==> config.mk <==
export PLATFORM = sky130hd
export DESIGN_NAME = morse_tx_sequencer
export DESIGN_NICKNAME = d
export VERILOG_FILES = /design/src/rtl/morse_tx_sequencer.sv
export SDC_FILE = /design/constraint.sdc
export NUM_CORES = 1
export LEC_CHECK = 0
export BUFFER_PORTS_ARGS = -buffer_cell sky130_fd_sc_hd__buf_4
export CORE_MARGIN = 5
export CORE_UTILIZATION = 55
export CTS_CLUSTER_SIZE = 10
export DETAILED_ROUTE_END_ITERATION = 8
export PLACE_DENSITY = 0.82
export SYNTH_ARGS = -nofsm -noshare
export SYNTH_HDL_FRONTEND = slang
export SYNTH_SLANG_ARGS = --single-unit
==> constraint.sdc <==
create_clock -name clk -period 2.7 [get_ports clk]
set_input_delay 0.135 -clock clk [delete_from_list [all_inputs] [get_ports clk]]
set_output_delay 0.135 -clock clk [all_outputs]
set_load 0.02 [all_outputs]
==> src/rtl/morse_tx_sequencer.sv <==
// Morse transmit sequencer: queues 3-bit letter codes, fetches each 16-bit
// pattern from an external LUT and shifts it out MSB-first, one symbol per tick.
module morse_tx_sequencer #(
  parameter int TICK_DIV  = 25000000,
  parameter int GAP_TICKS = 3,
  parameter int DEPTH     = 4
) (
  input  logic        clk,
  input  logic        reset,
  input  logic [2:0]  letter_in,
  input  logic        letter_valid,
  output logic        letter_ready,
  input  logic        flush,
  output logic [2:0]  code_sel,
  input  logic [15:0] code_in,
  output logic        morse_out,
  output logic        busy,
  output logic        done
);

  localparam int PTR_W = (DEPTH > 1) ? $clog2(DEPTH) : 1;
  localparam int CNT_W = PTR_W + 1;
  localparam int GAP_W = (GAP_TICKS > 1) ? $clog2(GAP_TICKS) : 1;
  localparam logic [CNT_W-1:0] FULL      = CNT_W'(DEPTH);
  localparam logic [27:0]      TICK_LAST = 28'(TICK_DIV - 1);
  localparam logic [GAP_W-1:0] GAP_LAST  = GAP_W'(GAP_TICKS - 1);

  typedef enum logic [1:0] {IDLE, LOAD, SEND, GAP} state_t;

  state_t           state, state_n;
  logic [2:0]       mem [DEPTH];
  logic [PTR_W-1:0] wr_ptr, wr_ptr_n, rd_ptr, rd_ptr_n;
  logic [CNT_W-1:0] count, count_n;
  logic [27:0]      tick, tick_n;
  logic [3:0]       bit_cnt, bit_cnt_n;
  logic [GAP_W-1:0] gap_cnt, gap_cnt_n;
  logic [15:0]      sr, sr_n;
  logic [2:0]       code_sel_n;
  logic             morse_n, done_n;
  logic             push, pop, tick_last;

  assign letter_ready = (count != FULL);
  assign busy         = (state != IDLE) || (count != '0);
  assign push         = letter_valid && letter_ready && !flush;
  assign pop          = (state == IDLE) && (count != '0) && !flush;
  assign tick_last    = (tick == TICK_LAST);

  always_ff @(posedge clk or posedge reset) begin
    if (reset) begin
      state     <= IDLE;
      wr_ptr    <= '0;
      rd_ptr    <= '0;
      count     <= '0;
      tick      <= '0;
      bit_cnt   <= '0;
      gap_cnt   <= '0;
      sr        <= '0;
      code_sel  <= '0;
      morse_out <= 1'b0;
      done      <= 1'b0;
      for (int i = 0; i < DEPTH; i++) mem[i] <= '0;
    end else begin
      state     <= state_n;
      wr_ptr    <= wr_ptr_n;
      rd_ptr    <= rd_ptr_n;
      count     <= count_n;
      tick      <= tick_n;
      bit_cnt   <= bit_cnt_n;
      gap_cnt   <= gap_cnt_n;
      sr        <= sr_n;
      code_sel  <= code_sel_n;
      morse_out <= morse_n;
      done      <= done_n;
      if (push) mem[wr_ptr] <= letter_in;
    end
  end

  always_comb begin
    state_n    = state;
    wr_ptr_n   = push ? wr_ptr + PTR_W'(1) : wr_ptr;
    rd_ptr_n   = pop  ? rd_ptr + PTR_W'(1) : rd_ptr;
    count_n    = count;
    tick_n     = tick;
    bit_cnt_n  = bit_cnt;
    gap_cnt_n  = gap_cnt;
    sr_n       = sr;
    code_sel_n = code_sel;
    done_n     = 1'b0;
    morse_n    = 1'b0;

    if (push && !pop)      count_n = count + CNT_W'(1);
    else if (pop && !push) count_n = count - CNT_W'(1);

    case (state)
      IDLE: begin
        if (count != '0) begin
          code_sel_n = mem[rd_ptr];
          state_n    = LOAD;
        end
      end
      LOAD: begin
        sr_n      = code_in;
        tick_n    = '0;
        bit_cnt_n = '0;
        state_n   = SEND;
      end
      SEND: begin
        if (tick_last) begin
          tick_n    = '0;
          sr_n      = {sr[14:0], 1'b0};
          bit_cnt_n = bit_cnt + 4'd1;
          if (bit_cnt == 4'd15) begin
            gap_cnt_n = '0;
            state_n   = GAP;
          end
        end else begin
          tick_n = tick + 28'd1;
        end
      end
      GAP: begin
        if (tick_last) begin
          tick_n    = '0;
          gap_cnt_n = gap_cnt + GAP_W'(1);
          if (gap_cnt == GAP_LAST) begin
            gap_cnt_n = '0;
            done_n    = 1'b1;
            state_n   = IDLE;
          end
        end else begin
          tick_n = tick + 28'd1;
        end
      end
      default: state_n = IDLE;
    endcase

    // Abort wins over everything except reset; the queued letters are dropped.
    if (flush) begin
      state_n   = IDLE;
      wr_ptr_n  = '0;
      rd_ptr_n  = '0;
      count_n   = '0;
      tick_n    = '0;
      bit_cnt_n = '0;
      gap_cnt_n = '0;
      sr_n      = '0;
      done_n    = 1'b0;
    end

    // Output is registered from the next shift-register MSB so each symbol lines up with its state.
    morse_n = (state_n == SEND) ? sr_n[15] : 1'b0;
  end

endmodule

; After elaboration in Yosys (flattened, before gate mapping)
; Cells that the tools add are included.
[word_totals]
out_inout_bits = 7
inputBits = 23
latchBits = 0
romBits = 0
regBits = 76
n_memories = 0
ramBits = 0
elab_cells = 103
[classes]
bitwise_logic = 2
magnitude_cmp = 3
mul = 0
add_sub_neg = 7
n_eq_ne = 11
muxes = 40
shift = 0
reduce_logical = 24
div_mod_pow = 0
[op_table]
columns = operator, n
row1 = two-way mux 28 bit, 2
row2 = one-hot mux 28 bit (2 select lines), 1
row3 = two-way mux 16 bit, 2
row4 = one-hot mux 16 bit (2 select lines), 1
row5 = two-way mux 2 bit, 15
row6 = adder 28 x 1 -> 28 bit (second input constant), 1
row7 = equality test 28 x 25 -> 1 bit (second input constant), 1
row8 = two-way mux 3 bit, 6
row9 = nonzero test 3 bit, 5
row10 = bitwise mux 12 bit, 1
row11 = != test 3 bit (second input constant), 4
row12 = equality test 2 bit (second input constant), 4
row13 = two-way mux 4 bit, 2
row14 = one-hot mux 2 bit (4 select lines), 1
row15 = one-hot mux 4 bit (2 select lines), 1
row16 = logical AND 1 bit, 7
row17 = adder 2 x 1 -> 2 bit (second input constant), 3
row18 = binary-select mux 3 bit (select 2 bit), 1
row19 = demux 3 bit (select 2 bit), 1
row20 = greater-or-equal comparator 3 bit (second input constant), 2
row21 = inverter 2 -> 3 bit, 2
row22 = nonzero test 2 bit, 3
row23 = two-way mux 1 bit, 5
row24 = adder 4 x 1 -> 4 bit (second input constant), 1
row25 = other kinds (12), 15

; Depth between registers and ports, before layout
[depth]
word_depth = 8
mapped_depth = 10
depth_no_buf = 9

; Least setup slack after synthesis
; Ideal clock, no wire load.
[synth_path]
path_type = register to register
startpoint = register count[0]
endpoint = register count[2]
setup_time_ns = 0.132
required_ns = 2.568
arrival_time_ns = 2.388
slack_ns = 0.180
path_buffers = 1
path_stages_with_launch = 11
synth_period_minus_slack_ns = 2.520
cell_sequence = dfrtp_1 -> or3b_2 -> clkbuf_1 -> nand2_1 -> nor2_1 -> and2_1 -> fa_1 -> nand4b_1 -> a21boi_0 -> xor2_1 -> nor2_1
[synth_via]
elab_cells_between_ends = 16
cone_classes = 2 x add/sub / 1 x eq/ne / 3 x mux / 10 x reduce/logical
[synth_rtl]
columns = item, line_no
row1 = "start, declared", 33  ; logic [CNT_W-1:0] count, count_n;
row2 = "start signal, assigned", 66  ; count <= count_n;
row3 = != test 3 bit (*), 42  ; assign letter_ready = (count != FULL);
row4 = named net letter_ready, 12  ; output logic letter_ready,
row5 = logical AND 1 bit (*) (2 in series), 44  ; assign push = letter_valid && letter_ready && !flush;
row6 = logical AND 1 bit or zero test 1 bit (tied branches), "91, 92"
row7 = two-way mux 3 bit or logical AND 1 bit (tied branches), "91, 92"
row8 = two-way mux 3 bit or nonzero test 3 bit (tied branches), --
; The timed path passes the listed nets; every way through them passes the cells marked *. The select of a mux whose other input is x is not followed.
; A chain may end at the register's enable or synchronous reset.

; Final worst setup path
[layout_path]
startpoint = register count[0]
endpoint = register count[2]
[layout_via]
elab_chain_cells = 7
elab_cells_between_ends = 16
cone_classes = 2 x add/sub / 1 x eq/ne / 3 x mux / 10 x reduce/logical
[layout_lines]
columns = item
row1 = branches (longest 7 deep; another with subtractor 3 x 1 -> 3 bit)
; Several ways; the timed one is not identified. The select of a mux whose other input is x is not followed.

==> impl_metrics.toml <==
[logic_synthesis]
syn_nets = 451
ys_types = 60
yosys.area_share.simple_pct = 18.9
yosysSeqAreaShare_pct = 45.8
synth_adder_area_share_pct = 3.80
ys.flop_type = "dfrtp_1"
ys_seq_elements = 76
synth_mux_area_share_pct = 8.10
synthCells = 416
ys_warn_count = 0
synth-compound-area-share_pct = 16.8
async_flop_share_pct = 100
synth_top_family_by_area = "simple AND/OR/NAND/NOR gates"
synth_xor_area_share_pct = 1.69
avgSynthCellArea_sq_um = 9.98
syn-cell-area_sq_mm = 0.00415
synth_edf_count = 0

[clock_network]
ctsResizeCount = 0
clockBufferDepth = 2
path_clk_slew_ns = 0.08
post_cts_buffers = 0
htreeDepth = 3
holdBufCountCts = 1
clock-root-buffer = "clkbuf_8"
cts.sinks = 76
cts_tree = "done"
cts_buffers = 9
insertion_delay_ns = 0.34

[sta]
final_hold_viol_count = 0
holdWs_ns = 0.0513
min_period_ns = 2.51
fmax_mhz = 398
finalSetupViolations = 0
relSlewSlack_pct = 63.4
fin_ws_ns = 0.186
fin_skew_ns = 0.0108
worstMarginPinSlew_ns = 0.544
fin_crit_sh_pct = 93.1
setup_tns_ns = 0
slew_viol_final = 0
rsz0062_at_grt = "no"

[min_path]
holdPathStages = 3
hold_end = "sr[0]"
min_path_type = "input pin to register"
worstHoldStart = "code_in[0]"

[final_layout]
syn_to_final_growth_pct = 12.4
layout.nets = 479
multi_input_area_sq_mm = 0.00205
antenna_cells = 0
regArea_sq_mm = 0.00190
fillerInstances = 605
fin_util_pct = 64.0
final_layout_size_suffix_gt1_share_pct = 19.4

[setup_path]
crit_fanout = 5
slowest_stage = "or3b_2"
path_cells = "or3b_2, nand2_1, nor2_1, and2_1, fa_1, nand4b_1, a21boi_0, xor2_1, nor2_1"
regToRegStartpoint = "count[0]"
cp_top_family = "simple AND/OR/NAND/NOR gates"
rrSetupSlack_ns = 0.19
crit_buf_inv = 0
cp-start-kind = "register"
path_class = "register to register"
worstPathArrival_ns = 2.73
rr_worst_depth = 9
crit_path_end_kind = "register"
max_stage_delay_ns = 0.54
r2r_end = "count[2]"
critPathRequiredTime_ns = 2.92
path_common_cell = "nor2_1"

[routing]
wl_per_cell_microns = 15.8
dr_total_vias = 3287
drc = 0
viasPerCell = 6.00
dr.first_iter.drc_count = 262
drt-total-wl_microns = 8650
ant_nets = 0
firstDrtPassIters = 4

[floorplan]
design.core.area_sq_mm = 0.00729
fp.dieW_microns = 96.9
initial_core_util_pct = 56.9
die-height_microns = 96.9
core.rowCount = 31
die_area_sq_mm = 0.00939
ios = 30

[placement]
port_buffers = 29
gp_congestion = 0.815
dp_hpwl_microns = 6080
dp_slack_ns = 0.219

[grt]
grt_max_degree = 77
use_met2_pct = 31.7
grt-busiest-layer = "met2"
use_met1_pct = 24.6
use_met3_pct = 4.32
antenna_found_initial = 0
track_usage_pct = 18.9
grt_pass1_wl_microns = 15000
grt_pass1_vias = 3163
grt_overflow = 0

[outcome]
status = "finished, final reports clean"

[pwr]
peakVddDrop_mv = 0.525
p_leak_uw = 0.00197
p_total_uw = 3330
p_per_area_mw_per_mm2 = 713

[flow_run]
drv_cap = 0
## sequential cells by signal (all words and copies together), names as in the netlist
register / flops
tick: 28
mem: 12
bit_cnt: 4
sr: 16
count: 3
state: 2
gap_cnt: 2
morse_out: 1
code_sel: 3
done: 1
wr_ptr: 2
rd_ptr: 2
## report_power, final
part	switching [uW]	internal, uW	leakage [uW]	total (uW)
sequential	134	1320	0.00103	1450
combinational	581	482	0.000849	1060
clock	407	409	0.0000917	816
total	1120	2210	0.00197	3330
## synth_stat cells (2+ instances only)
cell type	n	share of area [%]
mux2i_1	10	2.4
dfrtp_1	76	46
nand4_1	9	1.4
o31ai_1	2	0.36
o21ai_0	27	3.3
ha_1	11	3.3
nand2_1	42	3.8
a21oi_1	27	3.3
a31oi_1	14	2.1
a22oi_1	14	2.5
nor4_2	2	0.60
nand3_1	21	2.5
xor2_1	5	1.1
a21boi_0	2	0.36
or4_1	3	0.54
and4_1	6	1.3
o2bb2ai_1	2	0.42
nor2_1	15	1.4
o21ai_1	5	0.60
and3_1	9	1.4
a211oi_1	3	0.54
xnor2_1	3	0.63
inv_1	20	1.8
nor3_1	8	0.96
buf_2	7	0.84
clkbuf_1	11	0.99
mux2_2	15	4.1
a22o_1	2	0.42
or3_1	8	1.2
mux4_2	3	1.6
buf_4	3	0.54
nand2b_1	3	0.45
## placed cells by master, fill, tap and decap left out, types with 3 or more instances in the layout
master	synthesis	layout
a31oi_1	14	14
inv_1	20	19
buf_4	3	39
nand3_1	21	21
mux2i_1	10	10
a22oi_1	14	14
ha_1	11	11
o21ai_1	5	5
or4_1	3	3
nand2_1	42	42
o21ai_0	27	27
mux2_2	15	15
xor2_1	5	5
nand2b_1	3	3
and4_1	6	6
nor2_1	15	15
a21oi_1	27	27
clkbuf_8	0	12
mux4_2	3	3
nor3_1	8	8
nand4_1	9	9
a211oi_1	3	3
or3_1	8	8
xnor2_1	3	3
dfrtp_1	76	76
and3_1	9	9
## cells by family (layout without fill, tap and decap cells)
family                   after synthesis  count (layout)
AND/OR/NAND/NOR                      139             139
XOR/XNOR                               8               8
flip-flops                            76              76
adder cells (fa/ha/maj)               12              12
buffers and inverters                 44              77
AO/OA/AOI/OAI                        109             109
multiplexers                          28              28
## worst reg2reg max path, delay by kind of cell, from the launching register on
family                     cells  cell delay (ns)
AOI/OAI and AO/OA              1             0.15
adders and majority gates      1             0.39
DFF                            1             0.43
and+or+nand+nor                6             1.28
xor gates and xnor gates       1             0.15
## final cells by class
| cell class | instances | area share [%] |
|---|---|---|
| inverters | 20 | 1.61 |
| well taps | 99 | 2.65 |
| repair buffers | 41 | 6.92 |
| multi-input cells | 296 | 44.0 |
| flip-flops and latches | 76 | 40.8 |
| clock buffers | 13 | 3.62 |
| clock inverters | 3 | 0.429 |
## per-layer routing
metal | wire [microns] | part of all wire, % | vias up
met2 | 4420 | 51 | 60
met4 | 88 | 1.0 | 0
li1 | - | - | 1579
met3 | 294 | 3.4 | 11
met1 | 3850 | 45 | 1637
met5 | 0 | 0 | -
## how the worst max path moves through the flow
stage / slack (ns) / depth (start not counted) / endpoint / from
2_1_floorplan: 0.18 / 10 / count[2] / count[0]
3_3_place_gp: 0.32 / 9 / count[2] / count[0]
3_5_place_dp: 0.22 / 9 / count[2] / count[0]
4_1_cts: 0.19 / 9 / count[2] / count[0]
5_1_grt: 0.03 / 9 / count[2] / count[0]
6_report: 0.19 / 9 / count[2] / count[0]
## stage by stage
| stage | instance area, sq um | std cells |
|---|---|---|
| detailed placement | 4470 | 531 |
| floorplan | 4150 | 416 |
| CTS | 4670 | 548 |
| finish | 4670 | 548 |
| global placement | 4470 | 531 |
| global route | 4670 | 548 |
(Power assumes the default switching activity.)
